==> src/rtl/ram_pkg.sv <==
// Shared types and helpers for the clearable dual-port RAM.
// Build option: RAM_OUTREG_EN adds a second read output stage.
package ram_pkg;

  typedef enum logic {
    CLEAR = 1'b0,
    RUN   = 1'b1
  } state_t;

  localparam int LANE_DEF = 8;
  localparam int MAXW     = 256;

  function automatic logic [MAXW-1:0] lane_merge(
    input logic [MAXW-1:0] old_w,
    input logic [MAXW-1:0] new_w,
    input logic [MAXW-1:0] be,
    input int              lane
  );
    logic [MAXW-1:0] r;
    r = old_w;
    for (int b = 0; b < MAXW; b++) begin
      if (be[8'(b / lane)])
        r[8'(b)] = new_w[8'(b)];
    end
    return r;
  endfunction

endpackage

==> src/rtl/ram_clr_seq.sv <==
// Clear sequencer: walks every address writing zero, then
// holds RUN until a clear request restarts the walk.
module ram_clr_seq
  import ram_pkg::*;
#(
  parameter int DEPTH = 16,
  localparam int AW = $clog2(DEPTH)
)(
  input  logic          wclk,
  input  logic          wrst_n,
  input  logic          clr_req,
  output logic          ready,
  output logic          cwen,
  output logic [AW-1:0] caddr,
  output logic          enter_clr
);

  localparam logic [AW-1:0] LAST = AW'(DEPTH - 1);

  state_t        st, st_n;
  logic [AW-1:0] cnt, cnt_n;

  always_ff @(posedge wclk or negedge wrst_n) begin
    if (!wrst_n) begin
      st  <= CLEAR;
      cnt <= '0;
    end else begin
      st  <= st_n;
      cnt <= cnt_n;
    end
  end

  always_comb begin
    st_n      = st;
    cnt_n     = cnt;
    cwen      = 1'b0;
    caddr     = cnt;
    enter_clr = 1'b0;
    unique case (st)
      CLEAR: begin
        cwen = 1'b1;
        if (cnt == LAST) begin
          st_n  = RUN;
          cnt_n = '0;
        end else begin
          cnt_n = cnt + 1'b1;
        end
      end
      RUN: begin
        if (clr_req) begin
          st_n      = CLEAR;
          cnt_n     = '0;
          enter_clr = 1'b1;
        end
      end
    endcase
  end

  assign ready = (st == RUN);

endmodule

==> src/rtl/ram_dp_clr.sv <==
// Simple dual-port RAM, byte-lane writes, registered write-first
// read, hardware clear. Build option: RAM_OUTREG_EN.
module ram_dp_clr
  import ram_pkg::*;
#(
  parameter int WIDTH = 8,
  parameter int DEPTH = 16,
  parameter int LANE  = LANE_DEF,
  localparam int AW = $clog2(DEPTH),
  localparam int NL = WIDTH / LANE
)(
  input  logic             wclk,
  input  logic             wrst_n,
  input  logic             wen,
  input  logic             full,
  input  logic [AW-1:0]    waddr,
  input  logic [WIDTH-1:0] wdata,
  input  logic [NL-1:0]    wbe,
  input  logic             ren,
  input  logic [AW-1:0]    raddr,
  output logic [WIDTH-1:0] rdata,
  output logic             rvalid,
  input  logic             clr_req,
  output logic             ready
);

  localparam logic [AW:0] LIM = (AW+1)'(DEPTH);

  logic          cwen;
  logic [AW-1:0] caddr;
  logic          enter_clr;

  ram_clr_seq #(.DEPTH(DEPTH)) u_seq (
    .wclk      (wclk),
    .wrst_n    (wrst_n),
    .clr_req   (clr_req),
    .ready     (ready),
    .cwen      (cwen),
    .caddr     (caddr),
    .enter_clr (enter_clr)
  );

  function automatic logic [WIDTH-1:0] merge(
    input logic [WIDTH-1:0] o,
    input logic [WIDTH-1:0] n,
    input logic [NL-1:0]    be
  );
    logic [MAXW-1:0] r;
    r = lane_merge(MAXW'(o), MAXW'(n), MAXW'(be), LANE);
    return r[WIDTH-1:0];
  endfunction

  logic [WIDTH-1:0] mem [DEPTH];

  logic             we, re, wr_ok, rd_ok, hit;
  logic [WIDTH-1:0] wold, wnew, rword, rfwd;

  assign we    = wen & ~full & ready;
  assign re    = ren & ready;
  assign wr_ok = {1'b0, waddr} < LIM;
  assign rd_ok = {1'b0, raddr} < LIM;
  assign hit   = we & wr_ok & (waddr == raddr);

  always_comb begin
    wold  = wr_ok ? mem[waddr] : '0;
    rword = rd_ok ? mem[raddr] : '0;
    wnew  = merge(wold, wdata, wbe);
    rfwd  = hit ? wnew : rword;
  end

  // Storage is deliberately unreset; the clear walk initialises it.
  always_ff @(posedge wclk) begin
    if (cwen)
      mem[caddr] <= '0;
    else if (we && wr_ok)
      mem[waddr] <= wnew;
  end

  logic [WIDTH-1:0] rdata1;
  logic             rvalid1;

  always_ff @(posedge wclk or negedge wrst_n) begin
    if (!wrst_n) begin
      rdata1  <= '0;
      rvalid1 <= 1'b0;
    end else begin
      if (re)
        rdata1 <= rfwd;
      rvalid1 <= re & ~enter_clr;
    end
  end

`ifdef RAM_OUTREG_EN
  logic [WIDTH-1:0] rdata2;
  logic             rvalid2;

  always_ff @(posedge wclk or negedge wrst_n) begin
    if (!wrst_n) begin
      rdata2  <= '0;
      rvalid2 <= 1'b0;
    end else begin
      rdata2  <= rdata1;
      rvalid2 <= rvalid1 & ~enter_clr;
    end
  end

  assign rdata  = rdata2;
  assign rvalid = rvalid2;
`else
  assign rdata  = rdata1;
  assign rvalid = rvalid1;
`endif

endmodule

==> config.mk <==
export PLATFORM = sky130hd
export DESIGN_NAME = ram_dp_clr
export DESIGN_NICKNAME = d
export VERILOG_FILES = /design/src/rtl/ram_pkg.sv /design/src/rtl/ram_clr_seq.sv /design/src/rtl/ram_dp_clr.sv
export SDC_FILE = /design/constraint.sdc
export NUM_CORES = 1
export LEC_CHECK = 0
export ABC_AREA = 1
export BUFFER_PORTS_ARGS = -buffer_cell sky130_fd_sc_hd__buf_2
export CORE_AREA = 3 3 114 116
export CTS_BUF_LIST = sky130_fd_sc_hd__clkbuf_8
export DETAILED_ROUTE_END_ITERATION = 10
export DIE_AREA = 0 0 117 119
export MAX_ROUTING_LAYER = met4
export PLACE_DENSITY = 0.89
export SYNTH_ARGS = -nofsm -noshare
export SYNTH_HDL_FRONTEND = slang
export SYNTH_SLANG_ARGS = --single-unit
==> constraint.sdc <==
create_clock -name wclk -period 2.5 [get_ports wclk]
set_input_delay 0.125 -clock wclk [delete_from_list [all_inputs] [get_ports wclk]]
set_output_delay 0.125 -clock wclk [all_outputs]
set_load 0.01 [all_outputs]
==> out/summary.txt, run 1 <==
status -> completed
actual slew at the worst max-slew pin -> 0.798 ns
CP delay by family, top -> simple AND/OR/NAND/NOR gates
Peak VDD IR -> 0.496 mV
Setup crit end kind -> flip-flop
WP data required -> 2.67 ns
Synth Warn # -> 0
pwr/cell area -> 847 nW/um^2
Initial Utilization -> 63.7%
final hold violation count -> 0
Power, Total -> 7.21 mW
sequential share of power -> 46.5%
Clock Root Buffer -> clkbuf_8
post-DR vias/cell -> 6.13
crit-path max FO -> 17
Max-Cap Viols -> 0
design area -> 8510 um^2
WHS -> 0.0694 ns
DIE HEIGHT -> 119 um
Sw Ratio -> 34.0%
Syn Nets -> 981
Syn-to-layout area delta -> 11.3%
die area -> 13,900 um^2
crit path max-delay cell type -> dfrtp_1
io pins -> 33
clock transition at the registers of the reported paths -> 0.09 ns
drt total wl -> 23,000 um
DRC viols -> 0
unrepaired setup endpoints after global routing -> false
drt pass-1 iters -> 6
Nets -> 1,018
DP HPWL -> 14,600 um
Hold Crit Class -> in -> async
Buffers on Ports -> 32
ys async rst share -> 9.86%
Clock Sinks -> 142
Setup Fix Bufs, Post-CTS -> 0
Clock Power Share -> 28.3%
layout cell share with drive strength beyond 1 -> 11.4%
Internal Power -> 4.76 mW
antenna-violating nets left -> 0
relative slew slack -> 46.8%
clock latency at the later pin of the worst-skew pair -> 0.48 ns
post-synth cell types -> 29
fillcell total -> 890
kind of critical path -> reg -> reg
EDFF count, synth -> 128
final setup vio count -> 0
synthesized instance count -> 957
worst path cell trace -> nand3_4 > o21ai_1 > nand2_1 > nor3_1 > buf_4
Core ar. -> 12,000 um^2
vias post-DR -> 7,069
CP arrival -> 2.41 ns
WL/cell -> 20.0 um
net switching power -> 2.45 mW
Top FF cell, synth -> edfxtp_1
antenna cell count -> 0
CTS tree -> built
largest net degree at the start of global routing -> 37
Gate power share -> 25.2%
clk_skew -> 0.0220 ns
row count -> 40
GR Util All Layers -> 34.9%
first-pass GRT wire length -> 35,100 um
fin util -> 70.8%
die width -> 117 um
Final GP Congestion -> 0.987
CTS Buf Count -> 17
crit path time final -> 2.24 ns
H-tree levels -> 4
placed instance area -> 8060 um^2
achievable clock frequency -> 0.447 GHz
total grt overflow -> 0
Seq/Total Area, Yosys -> 54.9%
count of pins over their slew limit -> 0
Period Utilization, post-route -> 89.5%
clk buf depth -> 2
initial antenna violation count -> 0
Cell Area, Synth -> 7650 um^2
Mapped Avg Cell Area -> 7.99 um^2
Initial DRC Count -> 1,391
CP Launch Type -> flip-flop
Fin Setup TNS -> 0 ns
slowest cell delay on critical path -> 0.61 ns
flops & latches, synth -> 142
number of global-route vias before repair -> 6,645
worst path bufs/invs -> 1
leak pwr -> 3.91 nW
-- state kept, by name (all words and copies together) (netlist names) --
signal       flops
rvalid           1
u_seq.caddr      4
mem            128
rdata            8
u_seq.ready      1
-- kinds of logic (layout without fill, tap and decap cells) --
| logic type | Yosys count | count (layout) | synth area share [%] |
|---|---|---|---|
| DFF | 142 | 142 | 54.9 |
| AOI/OAI and AO/OA | 24 | 24 | 1.82 |
| and+or+nand+nor | 686 | 686 | 37.0 |
| adders and majority gates | 1 | 1 | 0.164 |
| buffers and inverters | 103 | 153 | 6.02 |
| xor gates and xnor gates | 1 | 1 | 0.115 |
-- power groups by stage --
stage | clock network [mW] | registers, mW | logic (mW)
2_1_floorplan | 0 | 3.35 | 1.13
5_1_grt | 2.15 | 3.40 | 1.98
3_5_place_dp | 0 | 3.39 | 1.75
6_report | 2.04 | 3.35 | 1.81
3_3_place_gp | 0 | 3.37 | 1.70
4_1_cts | 2.04 | 3.34 | 1.77
-- area by class of cell --
| cell class | count | area [um^2] | share of cell area [%] |
|---|---|---|---|
| clock buffer | 17 | 234 | 2.75 |
| clock inverter | 15 | 191 | 2.25 |
| inverter | 50 | 191 | 2.25 |
| multi-input combinational | 712 | 2990 | 35.2 |
| sequential | 142 | 4190 | 49.3 |
| tap | 147 | 184 | 2.16 |
| timing repair buffer | 71 | 520 | 6.12 |
-- per-layer routing --
metal,share of wire (%),global-route usage [%]
met3,14,10.8
met4,6.6,17.8
met1,37,45.7
met2,42,48.8
met5,0,-
-- per-stage QoR --
| stage | setup WS, ns | instances |
|---|---|---|
| finish | 0.261 | 1154 |
| detailed placement | 0.379 | 1120 |
| global route | 0.155 | 1154 |
| CTS | 0.350 | 1154 |
| global placement | 0.458 | 1120 |
| floorplan | 0.461 | 957 |
-- synth_stat cells (2+ instances only) --
library cell  instances  area, um^2
nor3_1                4        20.0
clkbuf_1             13        48.8
nor2_1               39         146
buf_2                29         145
edfxtp_1            128        3840
nand3_4               2        35.0
nand2_2               4        25.0
buf_1                 3        11.3
buf_4                 7        52.6
nand3_1             153         766
inv_1                41         154
dfrtp_1              14         350
o211ai_1              5        37.5
o22ai_1               2        12.5
o21ai_1               3        15.0
nand4_1               5        31.3
o21ai_0               4        20.0
inv_2                 6        22.5
nand2_1             477        1790
a21oi_1               9        45.0
-- final timing paths --
kind                       slack [ns]  cells after the start        start         to
hold / removal                   0.07                      2       wrst_n   rdata[1]
hold reg to reg                  0.49                      2     rdata[3]   rdata[3]
min in group wclk                0.12                      7     wdata[6]   rdata[6]
max in group asynchronous        2.19                      2       wrst_n   rdata[4]
setup reg to reg                 0.26                      5  u_seq.ready  mem[3][2]
setup / recovery                 0.26                      5  u_seq.ready  mem[3][2]
-- placed cells by master, fill, tap and decap left out, types with 2 or more instances in the layout --
cell type / instances
a21oi_1: 9
buf_12: 5
buf_2: 32
buf_4: 32
bufinv_16: 4
clkbuf_8: 17
clkinv_1: 4
clkinv_2: 4
dfrtp_1: 14
dlygate4sd3_1: 2
edfxtp_1: 128
inv_1: 41
inv_2: 6
inv_6: 3
nand2_1: 477
nand2_2: 4
nand3_1: 153
nand3_4: 2
nand4_1: 5
nor2_1: 39
nor3_1: 4
o211ai_1: 5
o21ai_0: 4
o21ai_1: 3
o22ai_1: 2
-- timing repair --
action | in CTS | in global routing
hold buffers | 2 | 0
gates resized for setup | 0 | 0
hold endpoints to repair | 19 | 0
(Power assumes the default switching activity.)
==> run 2: changes to the inputs <==
--- a/config.mk
+++ b/config.mk
@@ -7,12 +7,12 @@
 export LEC_CHECK = 0
 export ABC_AREA = 1
 export BUFFER_PORTS_ARGS = -buffer_cell sky130_fd_sc_hd__buf_2
-export CORE_AREA = 3 3 114 116
+export CORE_AREA = 3 3 128 130
 export CTS_BUF_LIST = sky130_fd_sc_hd__clkbuf_8
 export DETAILED_ROUTE_END_ITERATION = 10
-export DIE_AREA = 0 0 117 119
+export DIE_AREA = 0 0 131 133
 export MAX_ROUTING_LAYER = met4
-export PLACE_DENSITY = 0.89
+export PLACE_DENSITY = 0.74
 export SYNTH_ARGS = -nofsm -noshare
 export SYNTH_HDL_FRONTEND = slang
 export SYNTH_SLANG_ARGS = --single-unit
==> run 2 against run 1 <==
Compared with the run above:
- sequential share of layout area shrank 0.10 points
- sequential power is essentially flat
- critical path depth grew 2
- hold slack gained 0.0021 ns
- via count shrank 3.1%
- cell area grew 0.21%
- utilization shrank 15 points
- sequential cell count is the same
- die area grew 25%
- worst setup slack gained 0.090 ns
- global-route usage shrank 8.0 points
- clock power shrank 5%
- critical path type unchanged
- critical endpoint is now mem[0][4]
==> out/summary.txt, run 2 (synthesis results as in run 1) <==
status -> completed (unchanged)
DR WL met2 -> 10,400 um (was 9730 um)
H-tree levels -> 4 (unchanged)
crit-path max FO -> 17 (unchanged)
row count -> 45 (was 40)
Setup Fix Bufs, Post-CTS -> 0 (unchanged)
largest net degree at the start of global routing -> 71 (was 37)
final cell count without fillers -> 1,214 (was 1,154)
layout cell share with drive strength beyond 1 -> 11.2% (was 11.4%)
CP Launch Type -> flip-flop (unchanged)
Clock Sinks -> 142 (unchanged)
DR top layer -> met4 (unchanged)
Core ar. -> 15,300 um^2 (was 12,000 um^2)
leak pwr -> 3.89 nW (was 3.91 nW)
relative slew slack -> 54.7% (was 46.8%)
Fin Setup TNS -> 0 ns (unchanged)
Initial Utilization -> 50.1% (was 63.7%)
Period Utilization, post-route -> 85.9% (was 89.5%)
vias post-DR -> 6,850 (was 7,069)
initial antenna violation count -> 0 (unchanged)
Syn-to-layout area delta -> 11.5% (was 11.3%)
die width -> 131 um (was 117 um)
DIE HEIGHT -> 133 um (was 119 um)
Sw Ratio -> 33.4% (was 34.0%)
sequential share of power -> 47.4% (was 46.5%)
CTS Buf Count -> 17 (unchanged)
Buffers on Ports -> 32 (unchanged)
clk_skew -> 0.0181 ns (was 0.0220 ns)
slowest cell delay on critical path -> 0.59 ns (was 0.61 ns)
DRC viols -> 0 (unchanged)
Setup crit end kind -> flip-flop (unchanged)
placed cell count -> 1,180 (was 1,120)
Place WS -> 0.458 ns (was 0.379 ns)
Met1 Wirelength -> 9090 um (was 8510 um)
pwr/cell area -> 829 nW/um^2 (was 847 nW/um^2)
WP data required -> 2.67 ns (about the same)
CTS tree -> built (unchanged)
crit path max-delay cell type -> dfrtp_1 (unchanged)
design area -> 8520 um^2 (was 8510 um^2)
Final GP Congestion -> 0.992 (was 0.987)
number of global-route vias before repair -> 6,149 (was 6,645)
worst path cell trace -> nand3_4 > nand2_2 > nand2_2 > inv_1 > nand2_1 > nor3_1 > buf_4 (was nand3_4 > o21ai_1 > nand2_1 > nor3_1 > buf_4)
io pins -> 33 (unchanged)
total grt overflow -> 0 (unchanged)
commonest cells after routing, fill and taps aside -> nand2_1 (477), nand3_1 (153), edfxtp_1 (128) (unchanged)
fin worst setup slack -> 0.351 ns (was 0.261 ns)
Nets -> 1,014 (was 1,018)
fillcell total -> 1,396 (was 890)
achievable clock frequency -> 0.465 GHz (was 0.447 GHz)
max FFs per register -> 128 (unchanged)
placed instance area -> 8100 um^2 (was 8060 um^2)
net switching power -> 2.36 mW (was 2.45 mW)
post-DR vias/cell -> 5.64 (was 6.13)
Internal Power -> 4.70 mW (was 4.76 mW)
antenna cell count -> 0 (unchanged)
r2r setup slk -> 0.35 ns (was 0.26 ns)
first-pass GRT wire length -> 33,900 um (was 35,100 um)
Gates resized, CTS repair -> 0 (unchanged)
unrepaired setup endpoints after global routing -> false (unchanged)
GR Util All Layers -> 26.9% (was 34.9%)
CP arrival -> 2.32 ns (was 2.41 ns)
DP HPWL -> 13,800 um (was 14,600 um)
antenna-violating nets left -> 0 (unchanged)
WL/cell -> 18.6 um (was 20.0 um)
drt total wl -> 22,500 um (was 23,000 um)
Initial DRC Count -> 1,372 (was 1,391)
final setup vio count -> 0 (unchanged)
most frequent CP cell -> nand2_2
count of pins over their slew limit -> 0 (unchanged)
Clock Root Buffer -> clkbuf_8 (unchanged)
met3 WL post-DR -> 2540 um (was 3280 um)
Clock Power Share -> 27.4% (was 28.3%)
clk buf depth -> 2 (unchanged)
area of the multi-input gates -> 2990 um^2 (unchanged)
clock latency at the later pin of the worst-skew pair -> 0.47 ns (was 0.48 ns)
most common cell after layout, fill and taps aside -> nand2_1 (unchanged)
drt pass-1 iters -> 6 (unchanged)
clock transition at the registers of the reported paths -> 0.09 ns (about the same)
Reg area -> 4190 um^2 (unchanged)
Gate power share -> 25.2% (about the same)
Max-Cap Viols -> 0 (unchanged)
WHS -> 0.0714 ns (was 0.0694 ns)
crit path time final -> 2.15 ns (was 2.24 ns)
final hold violation count -> 0 (unchanged)
Post-CTS Hold Buffers -> 2 (unchanged)
Peak VDD IR -> 0.348 mV (was 0.496 mV)
die area -> 17,400 um^2 (was 13,900 um^2)
Hold Crit Class -> in -> async (unchanged)
actual slew at the worst max-slew pin -> 0.678 ns (was 0.798 ns)
kind of critical path -> reg -> reg (unchanged)
Biggest register -> mem (unchanged)
-- run 2: cell count changes in the layout (fill, tap and decap cells not counted), sizes merged --
cell      previous run  this run
bufinv               4         3
clkinv               8         5
inv                 52        55
clkinvlp             1         0
clkbuf              17        19
buf                 69        65
-- run 2: final timing paths --
| path | startpoint | endpoint | depth (start not counted) |
|---|---|---|---|
| hold / removal | wrst_n | u_seq.caddr[0] | 2 |
| setup reg to reg | u_seq.ready | mem[0][4] | 7 |
| setup / recovery | u_seq.ready | mem[0][4] | 7 |
| max in group asynchronous | wrst_n | rdata[2] | 2 |
| min in group wclk | wdata[2] | rdata[2] | 7 |
| hold reg to reg | rdata[6] | rdata[6] | 2 |
-- run 2: worst max-delay path, delay by kind of cell, from the launching register on --
kind	cells	cell delay, ns
buffers and inverters	2	0.32
and+or+nand+nor	5	0.91
DFF	1	0.59
-- run 2: stage by stage --
step                util (%)  power [mW]
floorplan                  -        4.48
global placement        53.1        5.09
detailed placement      53.1        5.13
CTS                     55.9        7.03
global route            55.9        7.41
finish                  55.9        7.06
-- run 2: cell type report --
cell class,instances,area share [%]
clock inverter,13,1.69
clock buffer,19,3.07
sequential,142,49.2
multi-input combinational,712,35.1
timing repair buffer,67,5.61
inverter,50,2.25
tap,211,3.10
-- run 2: routing by layer --
layer	track usage, %	up-vias
met3	5.53	50
li1	-	3191
met4	8.57	0
met1	36.5	3168
met2	40.5	441
met5	-	-
-- run 2: power groups by stage --
stage | logic [mW] | registers (mW) | clock network, mW
after CTS | 1.75 | 3.34 | 1.93
after global placement | 1.71 | 3.38 | 0
after global routing | 1.97 | 3.40 | 2.05
final | 1.78 | 3.35 | 1.93
after floorplan | 1.13 | 3.35 | 0
after detailed placement | 1.74 | 3.39 | 0
==> run 3: changes to the inputs <==
--- a/config.mk
+++ b/config.mk
@@ -8,11 +8,11 @@
 export ABC_AREA = 1
 export BUFFER_PORTS_ARGS = -buffer_cell sky130_fd_sc_hd__buf_2
 export CORE_AREA = 3 3 128 130
-export CTS_BUF_LIST = sky130_fd_sc_hd__clkbuf_8
 export DETAILED_ROUTE_END_ITERATION = 10
 export DIE_AREA = 0 0 131 133
 export MAX_ROUTING_LAYER = met4
 export PLACE_DENSITY = 0.74
+export REMOVE_ABC_BUFFERS = 1
 export SYNTH_ARGS = -nofsm -noshare
 export SYNTH_HDL_FRONTEND = slang
 export SYNTH_SLANG_ARGS = --single-unit
==> run 3 against run 2 <==
Compared with the run above:
- hold slack improved by 0.074 ns
- sequential cell count did not move
- critical path type unchanged
- wire length fell by 0.62%
- via count fell by 1.3%
- die area did not move
- sequential share of layout area fell by 1.3 points
- sequential power barely moved
- final cell count rose by 0.33%
- critical path depth did not move
==> out/summary.txt, run 3 (synthesis results as in run 1) <==
io pins -> 33 (unchanged)
Internal Power -> 5.24 mW (was 4.70 mW)
die width -> 131 um (unchanged)
worst reg2reg endpoint -> mem[5][2] (was mem[0][4])
relative slew slack -> 46.3% (was 54.7%)
GR met2 Demand/Resource -> 42.5% (was 40.5%)
r2r setup slk -> 0.43 ns (was 0.35 ns)
antenna cell count -> 0 (unchanged)
Peak VDD IR -> 0.689 mV (was 0.348 mV)
Initial DRC Count -> 878 (was 1,372)
CTS tree -> built (unchanged)
max FFs per register -> 128 (unchanged)
Buffers on Ports -> 32 (unchanged)
Max-Cap Viols -> 0 (unchanged)
antenna-violating nets left -> 0 (unchanged)
Place WS -> 0.471 ns (was 0.458 ns)
largest net degree at the start of global routing -> 71 (unchanged)
commonest cells after routing, fill and taps aside -> nand2_1 (477), nand3_1 (153), edfxtp_1 (128) (unchanged)
WP data required -> 2.63 ns (was 2.67 ns)
first-pass GRT wire length -> 34,800 um (was 33,900 um)
H-tree levels -> 4 (unchanged)
sequential share of power -> 43.7% (was 47.4%)
die area -> 17,400 um^2 (unchanged)
GR Util All Layers -> 27.4% (was 26.9%)
Syn-to-layout area delta -> 14.6% (was 11.5%)
DP HPWL -> 14,400 um (was 13,800 um)
Setup Fix Bufs, Post-CTS -> 0 (unchanged)
crit-path max FO -> 17 (unchanged)
Power, Total -> 7.66 mW (was 7.06 mW)
Sw Ratio -> 31.7% (was 33.4%)
Hold Crit Class -> in -> async (unchanged)
final cell count without fillers -> 1,218 (was 1,214)
Fin Setup TNS -> 0 ns (unchanged)
Biggest register -> mem (unchanged)
final setup vio count -> 0 (unchanged)
total grt overflow -> 0 (unchanged)
GRT busiest layer -> met2 (unchanged)
clock latency at the later pin of the worst-skew pair -> 0.43 ns (was 0.47 ns)
Setup crit end kind -> flip-flop (unchanged)
most common cell after layout, fill and taps aside -> nand2_1 (unchanged)
met3 Use GR -> 4.60% (was 5.53%)
CTS Buf Count -> 17 (unchanged)
drt total wl -> 22,400 um (was 22,500 um)
pwr/cell area -> 875 nW/um^2 (was 829 nW/um^2)
Period Utilization, post-route -> 82.8% (was 85.9%)
unrepaired setup endpoints after global routing -> false (unchanged)
clk_skew -> 0.00800 ns (was 0.0181 ns)
placed cell count -> 1,184 (was 1,180)
Core ar. -> 15,300 um^2 (unchanged)
row count -> 45 (unchanged)
initial antenna violation count -> 0 (unchanged)
clk buf depth -> 2 (unchanged)
drt pass-1 iters -> 8 (was 6)
CP arrival -> 2.20 ns (was 2.32 ns)
number of global-route vias before repair -> 6,446 (was 6,149)
kind of critical path -> reg -> reg (unchanged)
clock transition at the registers of the reported paths -> 0.06 ns (was 0.09 ns)
status -> completed (unchanged)
Gate power share -> 23.2% (was 25.2%)
net switching power -> 2.43 mW (was 2.36 mW)
WL/cell -> 18.4 um (was 18.6 um)
Clock Power Share -> 33.1% (was 27.4%)
final hold violation count -> 0 (unchanged)
leak pwr -> 3.98 nW (was 3.89 nW)
CP Launch Type -> flip-flop (unchanged)
Gates resized, CTS repair -> 0 (unchanged)
DRC viols -> 0 (unchanged)
Reg-to-Reg Start -> u_seq.ready (unchanged)
Clock Sinks -> 142 (unchanged)
count of pins over their slew limit -> 0 (unchanged)
Final GP Congestion -> 0.970 (was 0.992)
Initial Utilization -> 50.1% (unchanged)
post-DR vias/cell -> 5.55 (was 5.64)
vias post-DR -> 6,758 (was 6,850)
layout cell share with drive strength beyond 1 -> 11.6% (was 11.2%)
R2R depth -> 7 (unchanged)
achievable clock frequency -> 0.483 GHz (was 0.465 GHz)
actual slew at the worst max-slew pin -> 0.804 ns (was 0.678 ns)
Clock Root Buffer -> clkbuf_16 (was clkbuf_8)
Nets -> 1,018 (was 1,014)
M1 GR Usage -> 34.8% (was 36.5%)
fin worst setup slack -> 0.430 ns (was 0.351 ns)
crit path time final -> 2.07 ns (was 2.15 ns)
DIE HEIGHT -> 133 um (unchanged)
run 3: changes by cell type in the layout (fill, tap and decap cells not counted), sizes merged:
cell,delta
buf,+4
inv,-7
clkinvlp,+5
clkbuf,-2
clkinv,+4
run 3: how the worst max path moves through the flow:
stage | end | depth (start not counted) | from | slack (ns)
after floorplan | mem[5][0] | 6 | u_seq.ready | 0.34
after global placement | mem[0][0] | 5 | u_seq.ready | 0.47
after detailed placement | mem[5][5] | 7 | u_seq.ready | 0.47
after CTS | mem[5][2] | 7 | u_seq.ready | 0.45
after global routing | mem[5][2] | 7 | u_seq.ready | 0.22
final | mem[5][2] | 7 | u_seq.ready | 0.43
run 3: critical path: stages (launching register included):
cell and delay, ns:
dfrtp_1 0.58, nand3_4 0.28, nand2_1 0.18, nand2_1 0.10, nor2_1 0.14, nand2_1 0.09, nor3_1 0.17, buf_4 0.22
run 3: metal layers:
metal / up-vias / share of wire [%]
li1: 3204 / -
met1: 3128 / 38
met2: 362 / 49
met3: 64 / 8.6
met4: 0 / 4.0
met5: - / 0
run 3: layout make-up:
class	count	area, um^2
repair buffers	71	520
multi-input cells	712	2990
well taps	211	264
inverters	50	191
clock inverters	15	173
clock buffers	17	425
flip-flops and latches	142	4190
fillers	1338	6500
run 3: timing repair:
item,in CTS,in global routing
endpoints found under the hold margin,16,0
setup endpoints to repair,0,0
hold buffers,2,0
run 3: metrics by stage:
stage               utilization, %  hold WS, ns  instance area [um^2]
floorplan                        -       -0.171                  7380
global placement              53.4       0.0318                  8140
detailed placement            53.4       0.0378                  8140
CTS                           57.4        0.121                  8760
global route                  57.4        0.167                  8760
finish                        57.4        0.145                  8760
run 3: power groups by stage:
stage / Combinational (mW) / Sequential [mW] / Clock [mW]
after global routing: 1.98 / 3.40 / 2.65
after detailed placement: 1.76 / 3.38 / 0
after CTS: 1.77 / 3.34 / 2.55
after floorplan: 1.04 / 3.36 / 0
final: 1.78 / 3.35 / 2.54
after global placement: 1.73 / 3.37 / 0
